File: config.mk
export PLATFORM = sky130hd
export DESIGN_NAME = kmp_table_builder_flat
export DESIGN_NICKNAME = d
export VERILOG_FILES = /design/src/rtl/kmp_pkg.sv /design/src/rtl/kmp_table_builder_if.sv /design/src/rtl/kmp_table_builder.sv /design/src/flat_wrapper.sv
export SDC_FILE = /design/constraint.sdc
export NUM_CORES = 1
export LEC_CHECK = 0
export BUFFER_PORTS_ARGS = -buffer_cell sky130_fd_sc_hd__buf_2
export CAP_MARGIN = 0
export CORE_AREA = 4 4 86 88
export CTS_CLUSTER_SIZE = 14
export DETAILED_ROUTE_END_ITERATION = 12
export DIE_AREA = 0 0 90 92
export PLACE_DENSITY = 0.53
export RECOVER_POWER = 50
export SKIP_LAST_GASP = 1
export SYNTH_ARGS = -nofsm -noshare
export SYNTH_HDL_FRONTEND = slang
export SYNTH_SLANG_ARGS = --single-unit
File: constraint.sdc
create_clock -name clk -period 1.75 [get_ports clk]
set_clock_uncertainty 0.05 [all_clocks]
set_input_delay 0.175 -clock clk [delete_from_list [all_inputs] [get_ports clk]]
set_output_delay 0.175 -clock clk [all_outputs]
set_load 0.01 [all_outputs]
File: src/rtl/kmp_pkg.sv
// Shared definitions for the KMP failure-table builder and the searcher that reads the table.
// The FSM state codes are visible on actual_state, so their values are fixed.
package kmp_pkg;

  localparam int KMP_ADDR_W  = 5;
  localparam int KMP_ENTRY_W = KMP_ADDR_W + 1;
  localparam logic [KMP_ENTRY_W-1:0] KMP_NEG1 = '1;

  // A table entry is one bit wider than an address so that it can hold -1.
  function automatic int kmp_entry_w(input int addr_w);
    return addr_w + 1;
  endfunction

  typedef enum logic [3:0] {
    S_IDLE   = 4'd0,
    S_INIT   = 4'd1,
    S_CHECK  = 4'd2,
    S_RD_PC  = 4'd3,
    S_CMP    = 4'd4,
    S_WR_EQ  = 4'd5,
    S_WR_NE  = 4'd6,
    S_FB_LD  = 4'd7,
    S_FB_CMP = 4'd8,
    S_ADV    = 4'd9,
    S_FINAL  = 4'd10,
    S_DONE   = 4'd11
  } kmp_state_t;

endpackage

File: src/rtl/kmp_table_builder_if.sv
// Control, pattern-RAM and table-RAM signals of the KMP table builder.
// master is the builder's view of the bundle; slave is the view of the sequencer and the RAMs.
interface kmp_table_builder_if #(
  parameter int CHAR_W = 8,
  parameter int ADDR_W = 5
);
  logic                     start;
  logic [ADDR_W-1:0]        len;
  logic [ADDR_W-1:0]        pat_addr;
  logic [CHAR_W-1:0]        pat_data;
  logic [ADDR_W-1:0]        tbl_raddr;
  logic signed [ADDR_W:0]   tbl_rdata;
  logic                     tbl_we;
  logic [ADDR_W-1:0]        tbl_waddr;
  logic signed [ADDR_W:0]   tbl_wdata;
  logic                     busy;
  logic                     done;
  logic [3:0]               actual_state;

  modport master (
    input  start, len, pat_data, tbl_rdata,
    output pat_addr, tbl_raddr, tbl_we, tbl_waddr, tbl_wdata, busy, done, actual_state
  );

  modport slave (
    output start, len, pat_data, tbl_rdata,
    input  pat_addr, tbl_raddr, tbl_we, tbl_waddr, tbl_wdata, busy, done, actual_state
  );
endinterface

File: src/rtl/kmp_table_builder.sv
// Writes the KMP failure table T[0..len] for the pattern held in the pattern RAM.
// Both RAMs have a one-cycle read latency, so each lookup is issued one state ahead of its use.
module kmp_table_builder
  import kmp_pkg::*;
#(
  parameter int CHAR_W = 8,
  parameter int ADDR_W = KMP_ADDR_W
) (
  input logic clk,
  input logic rst,
  kmp_table_builder_if.master bus
);

  localparam int EW = kmp_entry_w(ADDR_W);

  kmp_state_t               state_q, state_d;
  logic [ADDR_W-1:0]        pos_q;
  logic [ADDR_W-1:0]        len_q;
  logic signed [EW-1:0]     cnd_q;
  logic [CHAR_W-1:0]        p_pos_q;

  logic signed [EW-1:0]     rdata;
  logic [ADDR_W-1:0]        cnd_addr;
  logic [ADDR_W-1:0]        rdata_addr;
  logic                     pat_eq;

  assign rdata      = bus.tbl_rdata;
  assign cnd_addr   = cnd_q[ADDR_W-1:0];
  assign rdata_addr = rdata[ADDR_W-1:0];
  assign pat_eq     = (bus.pat_data == p_pos_q);

  always_ff @(posedge clk) begin
    if (rst) begin
      state_q <= S_IDLE;
      pos_q   <= '0;
      cnd_q   <= '0;
      p_pos_q <= '0;
      len_q   <= '0;
    end else begin
      state_q <= state_d;
      case (state_q)
        S_IDLE:  if (bus.start) len_q <= bus.len;
        S_INIT: begin
          pos_q <= ADDR_W'(1);
          cnd_q <= '0;
        end
        S_RD_PC: p_pos_q <= bus.pat_data;
        S_FB_LD: cnd_q   <= rdata;
        S_ADV: begin
          pos_q <= pos_q + ADDR_W'(1);
          cnd_q <= cnd_q + EW'(1);
        end
        default: ;
      endcase
    end
  end

  always_comb begin
    state_d       = state_q;
    bus.pat_addr  = pos_q;
    bus.tbl_raddr = cnd_addr;
    bus.tbl_we    = 1'b0;
    bus.tbl_waddr = pos_q;
    bus.tbl_wdata = cnd_q;
    bus.busy      = (state_q != S_IDLE);
    bus.done      = 1'b0;
    case (state_q)
      S_IDLE: begin
        if (bus.start) state_d = (bus.len == '0) ? S_DONE : S_INIT;
      end
      S_INIT: begin
        bus.tbl_we    = 1'b1;
        bus.tbl_waddr = '0;
        bus.tbl_wdata = '1;
        state_d       = S_CHECK;
      end
      S_CHECK: begin
        bus.pat_addr = pos_q;
        state_d      = (pos_q >= len_q) ? S_FINAL : S_RD_PC;
      end
      S_RD_PC: begin
        bus.pat_addr = cnd_addr;
        state_d      = S_CMP;
      end
      S_CMP: begin
        bus.tbl_raddr = cnd_addr;
        state_d       = pat_eq ? S_WR_EQ : S_WR_NE;
      end
      S_WR_EQ: begin
        bus.tbl_we    = 1'b1;
        bus.tbl_wdata = rdata;
        state_d       = S_ADV;
      end
      // cnd < pos here, so the fallback read never hits the entry being written.
      S_WR_NE: begin
        bus.tbl_we    = 1'b1;
        bus.tbl_wdata = cnd_q;
        bus.tbl_raddr = cnd_addr;
        state_d       = S_FB_LD;
      end
      S_FB_LD: begin
        if (rdata[EW-1]) begin
          state_d = S_ADV;
        end else begin
          bus.pat_addr = rdata_addr;
          state_d      = S_FB_CMP;
        end
      end
      S_FB_CMP: begin
        bus.tbl_raddr = cnd_addr;
        state_d       = pat_eq ? S_ADV : S_FB_LD;
      end
      S_ADV:   state_d = S_CHECK;
      S_FINAL: begin
        bus.tbl_we    = 1'b1;
        bus.tbl_waddr = len_q;
        state_d       = S_DONE;
      end
      S_DONE: begin
        bus.done = 1'b1;
        state_d  = S_IDLE;
      end
      default: state_d = S_IDLE;
    endcase
  end

  assign bus.actual_state = state_q;

endmodule
File: src/flat_wrapper.sv
// flat-port wrapper written by rule: the top's interface ports become plain ports
module kmp_table_builder_flat import kmp_pkg::*;
#(
  parameter int CHAR_W = 8,
  parameter int ADDR_W = KMP_ADDR_W
)
  (clk, rst, bus_start, bus_len, bus_pat_data, bus_tbl_rdata, bus_pat_addr, bus_tbl_raddr, bus_tbl_we, bus_tbl_waddr, bus_tbl_wdata, bus_busy, bus_done, bus_actual_state);
  kmp_table_builder_if #(.CHAR_W(CHAR_W), .ADDR_W(ADDR_W)) bus_i ();
  input logic clk;
  input logic rst;
  input wire logic [$bits(bus_i.start)-1:0] bus_start;
  input wire logic [$bits(bus_i.len)-1:0] bus_len;
  input wire logic [$bits(bus_i.pat_data)-1:0] bus_pat_data;
  input wire logic [$bits(bus_i.tbl_rdata)-1:0] bus_tbl_rdata;
  output wire logic [$bits(bus_i.pat_addr)-1:0] bus_pat_addr;
  output wire logic [$bits(bus_i.tbl_raddr)-1:0] bus_tbl_raddr;
  output wire logic [$bits(bus_i.tbl_we)-1:0] bus_tbl_we;
  output wire logic [$bits(bus_i.tbl_waddr)-1:0] bus_tbl_waddr;
  output wire logic [$bits(bus_i.tbl_wdata)-1:0] bus_tbl_wdata;
  output wire logic [$bits(bus_i.busy)-1:0] bus_busy;
  output wire logic [$bits(bus_i.done)-1:0] bus_done;
  output wire logic [$bits(bus_i.actual_state)-1:0] bus_actual_state;
  assign bus_i.start = bus_start;
  assign bus_i.len = bus_len;
  assign bus_i.pat_data = bus_pat_data;
  assign bus_i.tbl_rdata = bus_tbl_rdata;
  assign bus_pat_addr = bus_i.pat_addr;
  assign bus_tbl_raddr = bus_i.tbl_raddr;
  assign bus_tbl_we = bus_i.tbl_we;
  assign bus_tbl_waddr = bus_i.tbl_waddr;
  assign bus_tbl_wdata = bus_i.tbl_wdata;
  assign bus_busy = bus_i.busy;
  assign bus_done = bus_i.done;
  assign bus_actual_state = bus_i.actual_state;
  kmp_table_builder #(.CHAR_W(CHAR_W), .ADDR_W(ADDR_W)) u_core (.clk(clk), .rst(rst), .bus(bus_i));
endmodule
==> results of run 1 <==
[placed cells by master, fill, tap and decap left out, types with 2 or more instances in the layout]
master / count
a22oi_1: 8
ha_1: 7
dfxtp_1: 22
nand2_1: 33
nand2_2: 3
a221oi_1: 2
nand3_1: 7
and3_1: 2
o22ai_1: 4
nor2_2: 2
a222oi_1: 3
dfxtp_4: 3
o22a_1: 3
clkbuf_1: 4
a31oi_2: 2
nor2_4: 5
clkbuf_8: 3
nor2_1: 29
a31oi_1: 4
nand4_1: 3
nor3_1: 3
a21oi_1: 22
nor2b_4: 2
xnor2_1: 10
buf_4: 24
mux2i_1: 7
a32oi_1: 2
dfxtp_2: 3
o21ai_0: 18
buf_2: 46
inv_1: 13
o211ai_1: 3
and2_1: 3
[routing by layer]
metal  routed length, microns  global-route usage (%)  up-vias
met3                      273                    3.12        6
met4                       74                    3.57        0
met5                        0                       0        -
li1                         -                       -     1046
met1                     2630                    17.4      949
met2                     2790                    22.7       50
[layout make-up]
cell class	count	area (sq um)
fill	722	4130
multi-input combinational	201	1270
sequential	28	576
timing repair buffer	75	437
tap	80	100
inverter	14	55.1
clock buffer	3	41.3
clock inverter	1	30.0
[how the worst max path moves through the flow]
| stage | from | end | slack, ps | cells after the start |
|---|---|---|---|---|
| floorplan | u_core.pos_q[0] | u_core.bus.actual_state[3] | 150 | 8 |
| global placement | u_core.bus.actual_state[1] | bus_tbl_waddr[2] | 110 | 6 |
| detailed placement | u_core.len_q[2] | u_core.bus.actual_state[3] | 120 | 7 |
| CTS | u_core.bus.actual_state[0] | bus_pat_addr[0] | 7 | 6 |
| global route | u_core.bus.actual_state[1] | bus_tbl_waddr[4] | -70 | 6 |
| finish | u_core.bus.actual_state[0] | bus_pat_addr[0] | 30 | 6 |
[worst register-to-register path: stages, from the launching register on]
cell,delay [ps]
dfxtp_2,360
inv_1,50
ha_1,290
nand2_1,50
o21ai_0,210
a31oi_1,140
o22a_1,230
a21oi_1,180
[stage by stage]
| stage | TNS [ps] | hold WS, ps | power, uW | std cells | utilization, % |
|---|---|---|---|---|---|
| global route | -448 | 86.7 | 2720 | 402 | 37.8 |
| floorplan | 0 | 256 | 1500 | 264 | - |
| CTS | 0 | 83.7 | 2440 | 399 | 36.5 |
| detailed placement | 0 | 392 | 1870 | 394 | 34.8 |
| global placement | 0 | 383 | 1870 | 394 | 34.8 |
| finish | 0 | 98.0 | 2530 | 402 | 37.8 |
[sequential cells by signal (all words and copies together) (netlist names)]
signal and cells:
u_core.bus.actual_state 4, u_core.cnd_q 6, u_core.len_q 5, u_core.p_pos_q 8
u_core.pos_q 5
[repair_timing]
item	in CTS	in global routing
resized for setup	15	18
buffers inserted	1	2
endpoints found under the setup margin	11	18
hold buffers	0	0
pin swaps	1	2
gates cloned	0	1
[power by group through the flow]
stage          combinational, uW  sequential, uW  clock, uW
4_1_cts                     1130             771        539
5_1_grt                     1380             786        550
6_report                    1240             776        511
3_3_place_gp                1090             774          0
3_5_place_dp                1100             776          0
2_1_floorplan                732             770          0
[cell families (layout without fill, tap and decap cells)]
family                     Yosys count  count (layout)  synth area share, %
AOI/OAI and AO/OA                   78              78                 25.4
xor gates and xnor gates            11              11                 4.90
adders and majority gates            7               7                 4.45
buffers and inverters               35              93                 11.1
DFF                                 28              28                 28.5
muxes                                7               7                 3.56
and+or+nand+nor                     98              98                 22.1
==> out/metrics.yaml, run 1 <==
status: "complete, no violations"
p_switching_uw: 1000
p_leak_uw: 0.00103
rsz0062_at_grt: "yes"
layout.nets: 352
synthCells: 264
core_sq_um: 6640
synth_top_area_share_pct: 28.5
routed_via_density: 5.10
h-tree-depth: 1
intPower_uw: 1530
relSlewSlack_pct: 74.2
r2r_slack_ps: 120
diodes: 0
switching_share_pct: 39.6
path_max_fanout: 6
grt_pass1_vias: 1898
wl_per_cell_microns: 14.3
hpwl_mm: 4.40
power_frac_seq_pct: 30.7
synth_fp_nets: 293
grt_max_degree: 18
start_kind: "flop"
synthTopCellsByCount: "nand2_1, nor2_1, dfxtp_1"
initial_utilization_pct: 29.6
slew_viol_final: 0
synth_area_leader_cell: "dfxtp_1"
wl_mm: 5.77
whs_path_depth: 3
crit_buf_inv: 2
r2r_end: "u_core.bus.actual_state[3]"
area_delta_synth_final_pct: 27.7
yosysMostFrequentCell: "nand2_1"
ys_seq_area_share_pct: 28.5
crit_chain: "nor2b_4 > nand2_2 > buf_4 > a22oi_1 > o21ai_0 > buf_2"
vias: 2051
path_class: "reg -> out"
ir_drop_mv: 0.405
clkSlewWorstSetupHoldPaths_ps: 100
avgSynthCellArea_sq_um: 7.45
power_frac_comb_pct: 49.1
synth-async-reset-ratio_pct: 0
r2r_cells: 7
cts_tree: "yes"
max_cap_violations: 0
dpl_cell_area_sq_um: 2310
tightest_slew_ps: 386
dp_slack_ps: 121
synth_area_sq_um: 1970
rr_startpoint: "u_core.len_q[2]"
p_clk_share_pct: 20.2
critPathCaptureType: "output pin"
drc: 0
synthTopCellsByArea: "dfxtp_1, nand2_1, nor2_1, a21oi_1, o21ai_0"
setup_viol: 0
fin_crit_ps: 1720
hp-class: "in -> reg"
cpLargestDelayFamily: "flip-flops"
max_freq_mhz: 581
setup_slack_ps: 30.2
synth_cell_types: 43
hold_path_end: "u_core.p_pos_q[5]"
design_area_sq_um: 2510
max_stage_delay_ps: 370
fin_crit_sh_pct: 98.3
clk_latency_ps: 280
die_y_microns: 92
synthFlopType: "dfxtp_1"
row_count: 30
cts_sinks: 28
max-clock-path-buffers: 2
ios: 50
yosysWarnings: 0
synth_edf_count: 0
grt_antenna_before_repair: 0
cp_slowest_cell: "dfxtp_2"
worstHoldStart: "bus_pat_data[5]"
port_buffers: 49
grt_use_total_pct: 13.5
critPathArrivalTime_ps: 1490
drt_iter0_drc: 91
powerDensity_nw_per_um2: 1010
die_x_microns: 90
dr.pass1.iters: 4
critical_path_required_ps: 1520
numCtsBuffers: 3
globalRouteOverflowTotal: 0
gp_congestion: 0.868
floorplan.die_area_sq_um: 8280
antenna_left: 0
grt_pass1_wl_mm: 9.28
ys_ff_latch: 28
root_buffer: "clkbuf_8"
drive_above_1_share_pct: 32.0
hold_violations: 0
(Power assumes the default switching activity.)
==> inputs of run 2 (changes only) <==
==> constraint.sdc (replaced) <==
create_clock -name clk -period 1.75 [get_ports clk]
set_clock_uncertainty 0.05 [all_clocks]
set_input_delay 0.0875 -clock clk [delete_from_list [all_inputs] [get_ports clk]]
set_output_delay 0.0875 -clock clk [all_outputs]
set_load 0.01 [all_outputs]
==> out/metrics.yaml, run 2 (synthesis results as in run 1) <==
max-clock-path-buffers: 2
dr.pass1.iters: 4
clkSlewWorstSetupHoldPaths_ps: 110
wl_mm: 5.69
p_switching_uw: 982
status: "complete, no violations"
drc: 0
powerDensity_nw_per_um2: 969
grt_pass1_vias: 1932
initial_utilization_pct: 29.6
max_freq_mhz: 599
drt_iter0_drc: 119
die_y_microns: 92
core_sq_um: 6640
floorplan.die_area_sq_um: 8280
routed_via_density: 5.06
start_kind: "flop"
hp-class: "in -> reg"
multi_input_comb_area_sq_um: 1240
gp_congestion: 0.894
fillerInstances: 705
final_cell_mix: "buf_2, nand2_1, nor2_1"
grt_use_total_pct: 13.5
area_delta_synth_final_pct: 27.4
cts_sinks: 28
grt_max_degree: 18
top_register: "u_core.p_pos_q"
cp_slowest_cell: "dfxtp_4"
h-tree-depth: 1
max_stage_delay_ps: 380
switching_share_pct: 40.4
globalRouteOverflowTotal: 0
power_frac_comb_pct: 50.5
hold_violations: 0
die_x_microns: 90
antenna_left: 0
path_max_fanout: 7
fin_crit_ps: 1670
root_buffer: "clkbuf_8"
rr_startpoint: "u_core.len_q[2]"
port_buffers: 49
ir_drop_mv: 0.441
critPathArrivalTime_ps: 1530
power_frac_seq_pct: 32.2
clk_latency_ps: 280
relSlewSlack_pct: 76.1
layout.nets: 356
largest_reg_flops: 8
diodes: 0
p_leak_uw: 0.00103
vias: 2053
row_count: 30
intPower_uw: 1450
drive_above_1_share_pct: 29.8
crit_start: "u_core.bus.actual_state[0]"
fin_crit_sh_pct: 95.3
wl_per_cell_microns: 14.0
hold_ws_ps: 2.40
path_class: "reg -> out"
setup_viol: 0
post_cts_buffers: 0
setup_tns_ps: 0
final_common_cell: "buf_2"
critical_path_required_ps: 1610
tightest_slew_ps: 358
critPathCaptureType: "output pin"
ios: 50
regArea_sq_um: 573
p_clk_share_pct: 17.3
reg_top3: "u_core.p_pos_q (8), u_core.cnd_q (6)"
crit_chain: "nor2b_4 > nand2_2 > buf_4 > a22oi_1 > o21ai_0 > buf_2"
max_cap_violations: 0
worstHoldStart: "bus_pat_data[4]"
grt_pass1_wl_mm: 9.37
numCtsBuffers: 3
hpwl_mm: 4.40
cts_tree: "yes"
grt_antenna_before_repair: 0
slew_viol_final: 0
rsz0062_at_grt: "yes"
-- run 2: changes by cell type in the layout (fill, tap and decap cells not counted), moves of 2 or more --
cell / delta
nor2_4: -2
dlygate4sd3_1: +3
dfxtp_1: +2
dfxtp_2: -2
-- run 2: final cells by class --
| type | instances | share of cell area [%] |
|---|---|---|
| clock buffer | 4 | 2.20 |
| timing repair buffer | 79 | 19.2 |
| sequential | 28 | 22.9 |
| inverter | 14 | 2.20 |
| tap | 80 | 4.00 |
| multi-input combinational | 201 | 49.6 |
-- run 2: power groups by stage --
stage          logic [uW]  registers (uW)  clock network [uW]
2_1_floorplan         732             770                   0
3_3_place_gp         1130             775                   0
3_5_place_dp         1130             776                   0
4_1_cts              1160             768                 434
5_1_grt              1370             794                 464
6_report             1230             782                 421
-- run 2: layer usage --
layer,global-route usage (%),vias to the layer above,part of all wire (%)
li1,-,1052,-
met1,17.4,959,47
met2,23.8,38,50
met3,1.89,4,2.9
met4,3.06,0,0.54
met5,0,-,0
-- run 2: per-stage QoR --
stage	power (uW)	std cells	setup WS (ps)	util, %	instance area, sq um
floorplan	1500	264	153	-	1970
global placement	1910	398	129	35.3	2340
detailed placement	1900	398	152	35.3	2340
CTS	2360	404	-25.5	36.8	2440
global route	2630	406	-54.5	37.7	2500
finish	2430	406	81.6	37.7	2500
-- run 2: worst max-delay path: cells and delay by family, from the launching register on --
family / cells / cell delay, ps
and+or+nand+nor: 2 / 290
DFF: 1 / 380
AOI/OAI and AO/OA: 2 / 260
buffers and inverters: 2 / 320
-- run 2: what timing repair did --
action	CTS	global route
endpoints found under the hold margin	2	1
pin swaps	0	1
cloned	0	1
setup endpoints to repair	12	15
resized for setup	10	16
hold buffers	2	1
-- run 2: final timing paths --
check	endpoint	slack, ps	cells after the start
setup / recovery	bus_pat_addr[1]	80	6
hold / removal	u_core.p_pos_q[4]	2	3
setup reg to reg	u_core.bus.actual_state[3]	200	7
hold reg to reg	u_core.p_pos_q[3]	420	2
